===== config.mk =====
export PLATFORM = sky130hd
export DESIGN_NAME = score_keeper
export DESIGN_NICKNAME = d
export VERILOG_FILES = /design/src/rtl/score_keeper.sv
export SDC_FILE = /design/constraint.sdc
export NUM_CORES = 1
export LEC_CHECK = 0
export BUFFER_PORTS_ARGS = -buffer_cell sky130_fd_sc_hd__clkbuf_2
export CAP_MARGIN = 15
export CELL_PAD_IN_SITES_DETAIL_PLACEMENT = 1
export CELL_PAD_IN_SITES_GLOBAL_PLACEMENT = 1
export CORE_AREA = 3 3 74 76
export CTS_CLUSTER_SIZE = 12
export DETAILED_ROUTE_END_ITERATION = 10
export DIE_AREA = 0 0 77 79
export PLACE_DENSITY_LB_ADDON = 0.08
export SYNTH_ARGS = -nofsm -noshare
export SYNTH_HDL_FRONTEND = slang
export SYNTH_SLANG_ARGS = --single-unit

===== constraint.sdc =====
create_clock -name clk -period 5.6 [get_ports clk]
set_clock_uncertainty 0.15 [all_clocks]
set_input_delay 0.56 -clock clk [delete_from_list [all_inputs] [get_ports clk]]
set_output_delay 0.56 -clock clk [all_outputs]
set_load 0.01 [all_outputs]

===== src/rtl/score_keeper.sv =====
`default_nettype none
// ============================================================================
// score_keeper: two-digit BCD game score with saturating hit/miss counting
// and a high-score register committed at game end.           Revision 1.0
// ============================================================================

`ifndef BCD_BIT_WIDTH
`define BCD_BIT_WIDTH 4
`endif
`ifndef STOP
`define STOP 2'b00
`endif

module score_keeper #(
  parameter int SCORE_MAX  = 99,
  parameter int PENALTY_EN = 1
) (
  input  logic                      clk,
  input  logic                      rst_n,
  input  logic [1:0]                state,
  input  logic                      hit,
  input  logic                      miss,
  output logic [`BCD_BIT_WIDTH-1:0] score_tens,
  output logic [`BCD_BIT_WIDTH-1:0] score_ones,
  output logic [`BCD_BIT_WIDTH-1:0] hs_tens,
  output logic [`BCD_BIT_WIDTH-1:0] hs_ones,
  output logic                      new_record
);

  localparam logic [6:0] C_SCORE_MAX = 7'(SCORE_MAX);
  localparam logic       C_PENALTY   = (PENALTY_EN != 0);

  logic                      hit_q, miss_q;
  logic [1:0]                state_q;
  logic [`BCD_BIT_WIDTH-1:0] tens_q, ones_q, tens_d, ones_d;
  logic [`BCD_BIT_WIDTH-1:0] hs_tens_q, hs_ones_q, hs_tens_d, hs_ones_d;
  logic                      rec_q, rec_d;

  logic       hit_rise, miss_rise, game_start, game_end, do_inc, do_dec;
  logic [6:0] score_val, hs_val;

  assign hit_rise   = hit & ~hit_q;
  assign miss_rise  = miss & ~miss_q & C_PENALTY;
  assign game_start = (state_q == `STOP) && (state != `STOP);
  assign game_end   = (state_q != `STOP) && (state == `STOP);

  // Binary views of the BCD pairs, used only for magnitude comparisons.
  assign score_val = ({3'b000, tens_q} * 7'd10) + {3'b000, ones_q};
  assign hs_val    = ({3'b000, hs_tens_q} * 7'd10) + {3'b000, hs_ones_q};

  // Simultaneous hit and penalised miss cancel each other out.
  assign do_inc = hit_rise && !miss_rise && (score_val < C_SCORE_MAX);
  assign do_dec = miss_rise && !hit_rise && (score_val != 7'd0);

  always_comb begin
    tens_d    = tens_q;
    ones_d    = ones_q;
    hs_tens_d = hs_tens_q;
    hs_ones_d = hs_ones_q;
    rec_d     = rec_q;
    if (game_start) begin
      tens_d = '0;
      ones_d = '0;
      rec_d  = 1'b0;
    end else if (state == `STOP) begin
      if (game_end) begin
        if (score_val > hs_val) begin
          hs_tens_d = tens_q;
          hs_ones_d = ones_q;
          rec_d     = 1'b1;
        end else begin
          rec_d = 1'b0;
        end
      end
    end else if (do_inc) begin
      if (ones_q == 4'd9) begin
        ones_d = '0;
        tens_d = tens_q + 4'd1;
      end else begin
        ones_d = ones_q + 4'd1;
      end
    end else if (do_dec) begin
      if (ones_q == 4'd0) begin
        ones_d = 4'd9;
        tens_d = tens_q - 4'd1;
      end else begin
        ones_d = ones_q - 4'd1;
      end
    end
  end

  always_ff @(posedge clk or negedge rst_n) begin
    if (!rst_n) begin
      hit_q     <= 1'b0;
      miss_q    <= 1'b0;
      state_q   <= `STOP;
      tens_q    <= '0;
      ones_q    <= '0;
      hs_tens_q <= '0;
      hs_ones_q <= '0;
      rec_q     <= 1'b0;
    end else begin
      hit_q     <= hit;
      miss_q    <= miss;
      state_q   <= state;
      tens_q    <= tens_d;
      ones_q    <= ones_d;
      hs_tens_q <= hs_tens_d;
      hs_ones_q <= hs_ones_d;
      rec_q     <= rec_d;
    end
  end

  assign score_tens = tens_q;
  assign score_ones = ones_q;
  assign hs_tens    = hs_tens_q;
  assign hs_ones    = hs_ones_q;
  assign new_record = rec_q;

endmodule

`default_nettype wire


==> impl_metrics.tcl, run 1 <==
set metrics [dict create \
    outcome "completed" \
    port_buffers 22 \
    crit_path_end_kind "flip-flop" \
    ant_nets 0 \
    ys_seq_elements 21 \
    tightest_slew_ps 568 \
    cp-start-kind "flip-flop" \
    synthXorXnorAreaFrac 0.0586 \
    viasPerCell 5.51 \
    gp_congestion 0.891 \
    antenna_found_initial 0 \
    synth.yosys.warnings 0 \
    h-tree-depth 1 \
    max-slew-margin-rel 0.621 \
    top_level_ports 23 \
    postCtsSetupRepairBufs 0 \
    grt_pass1_wl_um 8540 \
    synth_area_mm2 0.00194 \
    rsz0062_at_grt "false" \
    hold_viol 0 \
    cp.arrival_ps 4180 \
    yosysSeqAreaShare 0.271 \
    synth_compound_area_frac 0.186 \
    async_flop_share 1.00 \
    wl_um 5110 \
    fin_nets 258 \
    diodes 0 \
    crit_fanout 9 \
    insertion_delay_ps 270 \
    synthDistinctLibCells 50 \
    dr.first_iter.drc_count 49 \
    cts.sinks 21 \
    post_cts_resized 0 \
    final.fill_count 567 \
    yosys.area_share.adder 0.219 \
    syn_inst 199 \
    std_cell_rows 25 \
    root_buffer "clkbuf_8" \
    yosysTopAreaCellShare 0.271 \
    final.period_utilization 0.748 \
    drv_cap 0 \
    synth-edff-count 0 \
    syn_nets 236 \
    stdcell_area_mm2 0.00216 \
    yosys.area.top_type "dfrtp_1" \
    grt_pass1_vias 1655 \
    wire_per_inst_um 17.8 \
    final_cell_count_no_fill 287 \
    fmax_ghz 0.239 \
    dp.final_hpwl_um 4160 \
    die_w_um 77 \
    final-setup-viol-count 0 \
    clk_pin_slew_ps 80 \
    dp.cells 283 \
    setup_tns_ps 0 \
    synth_commonest_cells "26 x ha_1, 21 x dfrtp_1, 20 x inv_1, 15 x nand2_1, 11 x xnor2_1" \
    cts_inserted_buffers 3 \
    drive_gt1_frac 0.209 \
    cts-hold-fix-buffers 0 \
    area_growth_syn_to_layout_pct 11.4 \
    crit_type "reg -> reg" \
    synth_mux_area_frac 0.0612 \
    fp.coreArea_mm2 0.00479 \
    min_path_type "in -> async" \
    grt.total_usage 0.178 \
    cp.required_ps 5590 \
    grt_max_degree 22 \
    drc 0 \
    drt_first_pass_iters 4 \
    synth.most_common_cell "ha_1" \
    overflow 0 \
    synth_ff_type "dfrtp_1" \
    cts_tree "done" \
    synth_top_family_by_area "adder cells" \
    die_y_um 79 \
    synth-simple-area-share 0.153 \
    drv_slew 0 \
    syn_area_per_cell_um2 9.76 \
    ctsLongestPathBuffers 2 \
    vias 1580 \
    fin_crit_ps 4190 \
    dieArea_mm2 0.00608 \
    ys_top_cells_by_area "dfrtp_1 27%, ha_1 17%, fa_1 5.2%" \
    initial_utilization 0.406 \
    place_area_mm2 0.00212 \
]
flip-flops by register name, summed over array words and instances (netlist names):
register / cells
state_q: 2
score_ones: 4
score_tens: 4
new_record: 1
miss_q: 1
hs_tens: 4
hs_ones: 4
hit_q: 1
worst paths after layout:
kind,from,to,slack [ps],cells after the start
min in group clk,state[0],state_q[0]$_DFF_PN0_,260,1
min,rst_n,miss_q$_DFF_PN0_,100,1
max in group asynchronous,rst_n,hs_tens[3]$_DFFE_PN0P_,4840,1
max reg2reg,score_tens[3]$_DFFE_PN0P_,score_tens[3]$_DFFE_PN0P_,1410,15
max,score_tens[3]$_DFFE_PN0P_,score_tens[3]$_DFFE_PN0P_,1410,15
min reg2reg,new_record$_DFFE_PN0P_,new_record$_DFFE_PN0P_,350,2
cells by family (layout without fill, tap and decap cells):
logic type               Yosys count  in the layout
AND/OR/NAND/NOR                   54             54
flip-flops                        21             21
adder cells (fa/ha/maj)           31             31
AO/OA/AOI/OAI                     43             43
buffers and inverters             26             47
multiplexers                      11             11
XOR/XNOR                          13             13
layout by cell type, fill, tap and decap left out, types with 2 or more instances in the layout:
cell	n
a211oi_1	2
a211oi_2	2
a21o_1	6
a21oi_1	8
clkbuf_2	22
clkbuf_8	3
dfrtp_1	21
fa_1	5
ha_1	26
inv_1	20
mux2_2	7
mux2i_1	4
nand2_1	15
nand3_1	6
nand4_1	2
nor2_1	10
nor2b_1	4
nor3_1	4
nor3b_1	2
o21a_1	2
o21ai_0	3
o22ai_1	3
or2_2	2
or4_1	2
xnor2_1	11
xor2_1	2
critical path, cell delays in order, from the launching register on:
cell and delay, ps:
dfrtp_1 510, ha_1 340, ha_1 140, inv_1 40, fa_1 380, xnor2_1 390, or4_1 190, o22ai_2 80
o2bb2ai_2 390, nand2_4 150, ha_1 300, a21o_1 160, a21oi_1 320, o31ai_1 120, a211oi_1 290, o211ai_2 120
metrics by stage:
step / utilization / setup WS [ps] / hold WS [ps]
after CTS: 0.452 / 1410 / 120
after detailed placement: 0.442 / 1420 / 323
final: 0.452 / 1410 / 98.1
after global placement: 0.442 / 1590 / 319
after global routing: 0.452 / 1160 / 138
after floorplan: - / 1780 / 114
area by class of cell:
type	count	area, µm²	share of cell area
timing repair buffer	22	110	0.0509
multi-input combinational	152	1320	0.608
inverter	21	81.3	0.0376
clock inverter	1	5.00	0.00231
clock buffer	3	41.3	0.0191
tap	67	83.8	0.0388
sequential	21	526	0.243
metal layers:
metal / global-route usage / share of wire
met1: 0.226 / 0.44
met2: 0.320 / 0.52
met3: 0.0170 / 0.022
met4: 0.0569 / 0.021
met5: 0 / 0
Power of run 1 is not shown: default switching activity piles up to over one toggle a cycle in this logic, so the estimate is an artifact.
==> inputs of run 2 (changes only) <==
==> constraint.sdc (replaced) <==
create_clock -name clk -period 3.8 [get_ports clk]
set_clock_uncertainty 0.15 [all_clocks]
set_input_delay 0.38 -clock clk [delete_from_list [all_inputs] [get_ports clk]]
set_output_delay 0.38 -clock clk [all_outputs]
set_load 0.01 [all_outputs]
==> run 2 against run 1 <==
Final cell count increased by 7.3%. Final area increased by 12%. Routed wire length increased by 6.7%. Critical path type unchanged. Register-to-register slack got worse by 1300 ps. Via count increased by 5.3%. Largest cell class unchanged. Sequential cell count unchanged. Worst setup slack got worse by 1300 ps. Die area unchanged. Critical endpoint unchanged. Core utilization increased by 5.2 points. Worst hold slack got worse by 27 ps.
==> impl_metrics.tcl, run 2 (same netlist as run 1, synthesis figures left out) <==
set metrics [dict create \
    hold_viol 0 \
    dr.first_iter.drc_count 83 \
    wire_per_inst_um 17.7 \
    die_y_um 79 \
    die_w_um 77 \
    outcome "completed" \
    gp_congestion 0.800 \
    worst_path_max_delay_cell "or4_1" \
    viasPerCell 5.40 \
    worst_slack_ps 142 \
    clk_pin_slew_ps 90 \
    vias 1663 \
    ant_nets 0 \
    max-slew-margin-rel 0.606 \
    drt_first_pass_iters 4 \
    crit_type "reg -> reg" \
    dp.final_hpwl_um 4300 \
    grt_max_degree 22 \
    top_level_ports 23 \
    dp.cells 296 \
    diodes 0 \
    insertion_delay_ps 270 \
    grt.total_usage 0.189 \
    std_cell_rows 25 \
    port_buffers 22 \
    crit_family "adder cells" \
    place_ws_ps -104 \
    wl_um 5460 \
    drv_slew 0 \
    drc 0 \
    layout_common_cells "23 x ha_1, 22 x clkbuf_2, 21 x dfrtp_1" \
    path_cells "ha_4 -> ha_2 -> inv_2 -> fa_2 -> or4_1 -> o22ai_2 -> o2bb2ai_2 -> nand2_4 -> ha_1 -> a21o_1 -> a21oi_4 -> o31ai_1 -> a211oi_1 -> o211ai_2" \
    cpPeakStageDelay_ps 560 \
    drive_gt1_frac 0.332 \
    dieArea_mm2 0.00608 \
    crit_path_end_kind "flip-flop" \
    grt_pass1_wl_um 9050 \
    antenna_found_initial 0 \
    grt_pass1_vias 1777 \
    drv_cap 0 \
    root_buffer "clkbuf_8" \
    final-setup-viol-count 0 \
    tightest_slew_ps 589 \
    cp.arrival_ps 3650 \
    crit_fanout 5 \
    min_path_type "in -> reg" \
    initial_utilization 0.406 \
    setup_tns_ps 0 \
    fin_nets 279 \
    hold_slack_ps 71.0 \
    fp.coreArea_mm2 0.00479 \
    h-tree-depth 1 \
    cp.required_ps 3790 \
    cts_tree "done" \
    ctsLongestPathBuffers 2 \
    area_growth_syn_to_layout_pct 24.3 \
    mostFrequentLayoutCell "ha_1" \
    overflow 0 \
    worst-path-buf-inv 1 \
    final.period_utilization 0.963 \
    final_cell_count_no_fill 308 \
    cts_inserted_buffers 3 \
    fin_crit_ps 3660 \
    cts.sinks 21 \
    fmax_ghz 0.273 \
    cp-start-kind "flip-flop" \
]
-- run 2: cell types whose count changed in the layout (fill, tap and decap cells not counted), sizes merged --
cell         change
dlygate4sd3      +1
buf             +20
-- run 2: routing by layer --
layer	vias up	wire length, µm	GRT usage
li1	797	-	-
met1	837	2350	0.221
met2	25	2860	0.361
met3	4	184	0.0317
met4	0	53	0.0445
met5	-	0	0
-- run 2: path summary, 6_finish.rpt --
kind,slack [ps],to,from,cells past startpoint
worst max-delay path,140,score_tens[3]$_DFFE_PN0P_,score_tens[3]$_DFFE_PN0P_,14
worst min-delay path,70,miss_q$_DFF_PN0_,miss,1
worst max register to register,140,score_tens[3]$_DFFE_PN0P_,score_tens[3]$_DFFE_PN0P_,14
worst min register to register,360,new_record$_DFFE_PN0P_,new_record$_DFFE_PN0P_,2
max in group asynchronous,2610,hs_tens[2]$_DFFE_PN0P_,rst_n,2
min in group asynchronous,510,score_tens[0]$_DFFE_PN0P_,rst_n,2
-- run 2: stage by stage --
step	util	instance area (µm²)
floorplan	-	1940
global placement	0.465	2230
detailed placement	0.465	2230
CTS	0.480	2300
global route	0.504	2410
finish	0.504	2410
-- run 2: layout make-up --
| class | instances | area, µm² |
|---|---|---|
| tap | 67 | 83.8 |
| multi-input combinational | 152 | 1390 |
| fill | 548 | 2370 |
| clock buffer | 3 | 41.3 |
| inverter | 21 | 81.3 |
| clock inverter | 1 | 5.00 |
| sequential | 21 | 526 |
| timing repair buffer | 43 | 283 |
-- run 2: repair_timing --
item / 4_1_cts / 5_1_grt
resized for setup: 3 / 12
setup buffers: 0 / 7
setup endpoints to repair: 8 / 9
hold buffers: 1 / 0
hold endpoints to repair: 21 / 0
pin swaps: 2 / 9
Power of run 2 is left out for the same reason.
==> inputs of run 3 (changes only) <==
==> constraint.sdc (replaced) <==
create_clock -name clk -period 3.43 [get_ports clk]
set_clock_uncertainty 0.15 [all_clocks]
set_input_delay 0.343 -clock clk [delete_from_list [all_inputs] [get_ports clk]]
set_output_delay 0.343 -clock clk [all_outputs]
set_load 0.01 [all_outputs]
==> run 3 against run 2 <==
The run now ends with setup timing left. Register-to-register slack lost 200 ps. Final cell count grew 3.9%. Sequential share of layout area shrank 1.7 points. Critical endpoint is now hs_tens[3]$_DFFE_PN0P_. Largest cell class unchanged.
==> impl_metrics.tcl, run 3 (same netlist as run 1, synthesis figures left out) <==
set metrics [dict create \
    h-tree-depth 1 \
    dp.final_hpwl_um 4790 \
    crit_type "reg -> reg" \
    worstSetupStartpoint "score_tens[1]$_DFFE_PN0P_" \
    stdcell_area_mm2 0.00263 \
    drc 0 \
    path_cells "ha_4 -> ha_4 -> inv_2 -> fa_2 -> nor4b_4 -> xnor2_2 -> inv_2 -> ha_4 -> nand3_4 -> o21bai_4 -> a21oi_4 -> and3_4 -> buf_12 -> mux2_4" \
    mostFrequentLayoutCell "buf_4" \
    crit_cells 14 \
    gp_congestion 0.873 \
    ctsLongestPathBuffers 2 \
    drive_gt1_frac 0.403 \
    max-slew-margin-rel 0.621 \
    crit_fanout 8 \
    port_buffers 22 \
    wl_um 5920 \
    final.period_utilization 1.02 \
    fmax_ghz 0.287 \
    initial_utilization 0.406 \
    r2r_cells 14 \
    drt_first_pass_iters 4 \
    antenna_found_initial 0 \
    place_area_mm2 0.00240 \
    crit_path_end_kind "flip-flop" \
    cts.sinks 21 \
    cp-start-kind "flip-flop" \
    worst_slack_ps -54.2 \
    min_path_type "in -> reg" \
    worst_path_max_delay_cell "fa_2" \
    cts_inserted_buffers 3 \
    failed_checks "setup timing" \
    fin_crit_ps 3480 \
    vias 1719 \
    crit_family "adder cells" \
    diodes 0 \
    overflow 0 \
    cpPeakStageDelay_ps 480 \
    viasPerCell 5.37 \
    top_level_ports 23 \
    final-setup-viol-count 7 \
    cts_tree "done" \
    outcome "complete, but fails checks" \
    grt_pass1_vias 1888 \
    fin_nets 291 \
    area_growth_syn_to_layout_pct 35.6 \
    final.fill_count 542 \
    cp.arrival_ps 3490 \
    insertion_delay_ps 260 \
    grt_max_degree 22 \
    dr.first_iter.drc_count 56 \
    clk_pin_slew_ps 80 \
    drv_cap 0 \
    crit_top_cell "ha_4" \
    wire_per_inst_um 18.5 \
    cp.required_ps 3430 \
    crit_path_end "hs_tens[3]$_DFFE_PN0P_" \
    die_w_um 77 \
    layout_common_cells "30 x buf_4, 22 x clkbuf_2, 21 x ha_1" \
    rsz0062_at_grt "true" \
    hold_viol 0 \
    grt.total_usage 0.201 \
    root_buffer "clkbuf_8" \
    hold_path_startpoint "state[0]" \
    r2r_start "score_tens[1]$_DFFE_PN0P_" \
    r2r_slack_ps -50 \
    tightest_slew_ps 568 \
    grt_pass1_wl_um 9730 \
    dieArea_mm2 0.00608 \
    drv_slew 0 \
    fp.coreArea_mm2 0.00479 \
    worst-path-buf-inv 3 \
    std_cell_rows 25 \
    die_y_um 79 \
    ant_nets 0 \
    rr_endpoint "hs_tens[3]$_DFFE_PN0P_" \
]
run 3: changes by cell type in the layout (fill, tap and decap cells not counted), moves of 2 or more:
cell,delta
ha_4,+3
mux2_4,+7
a21oi_1,-2
dfrtp_1,-3
dfrtp_2,+3
mux2_2,-7
ha_1,-2
buf_4,+11
run 3: stage by stage:
step                      cells  hold slack (ps)  utilization  setup TNS, ps  worst slack [ps]
after floorplan             199             -103            -           -174             -66.1
after global placement      308              198        0.502          -1490              -231
after detailed placement    308              210        0.502          -2490              -346
after CTS                   316             43.1        0.530          -1020              -126
after global routing        320             43.1        0.550          -1500              -209
final                       320             47.2        0.550           -343             -54.2
run 3: repair_timing:
item / 4_1_cts / 5_1_grt
resized for setup: 9 / 11
endpoints found under the hold margin: 21 / 0
buffers inserted: 3 / 4
setup endpoints to repair: 10 / 11
hold buffers: 1 / 0
gates cloned: 0 / 0
pin swaps: 9 / 6
run 3: metal layers:
layer / global-route usage / vias to the layer above / routed length [µm]
li1: - / 818 / -
met1: 0.242 / 871 / 2470
met2: 0.391 / 22 / 3280
met3: 0.0159 / 8 / 115
met4: 0.0391 / 0 / 57
met5: 0 / - / 0
run 3: layout make-up:
cell class	instances	area (µm²)	share of cell area
Clock inverter	1	5.00	0.00190
Tap cell	67	83.8	0.0318
Timing Repair Buffer	55	377	0.143
Multi-Input combinational cell	152	1520	0.576
Inverter	21	81.3	0.0309
Clock buffer	3	41.3	0.0157
Sequential cell	21	529	0.201
run 3: worst min-delay path by stage:
stage                                endpoint  slack [ps]  depth (start not counted)
finish                   state_q[0]$_DFF_PN0_          50                          1
global route             state_q[0]$_DFF_PN0_          40                          1
CTS                      state_q[0]$_DFF_PN0_          40                          1
detailed placement  score_ones[0]$_DFFE_PN0P_         210                          1
global placement    score_ones[0]$_DFFE_PN0P_         200                          1
floorplan                     hit_q$_DFF_PN0_        -100                          0
Power of run 3 is left out for the same reason.
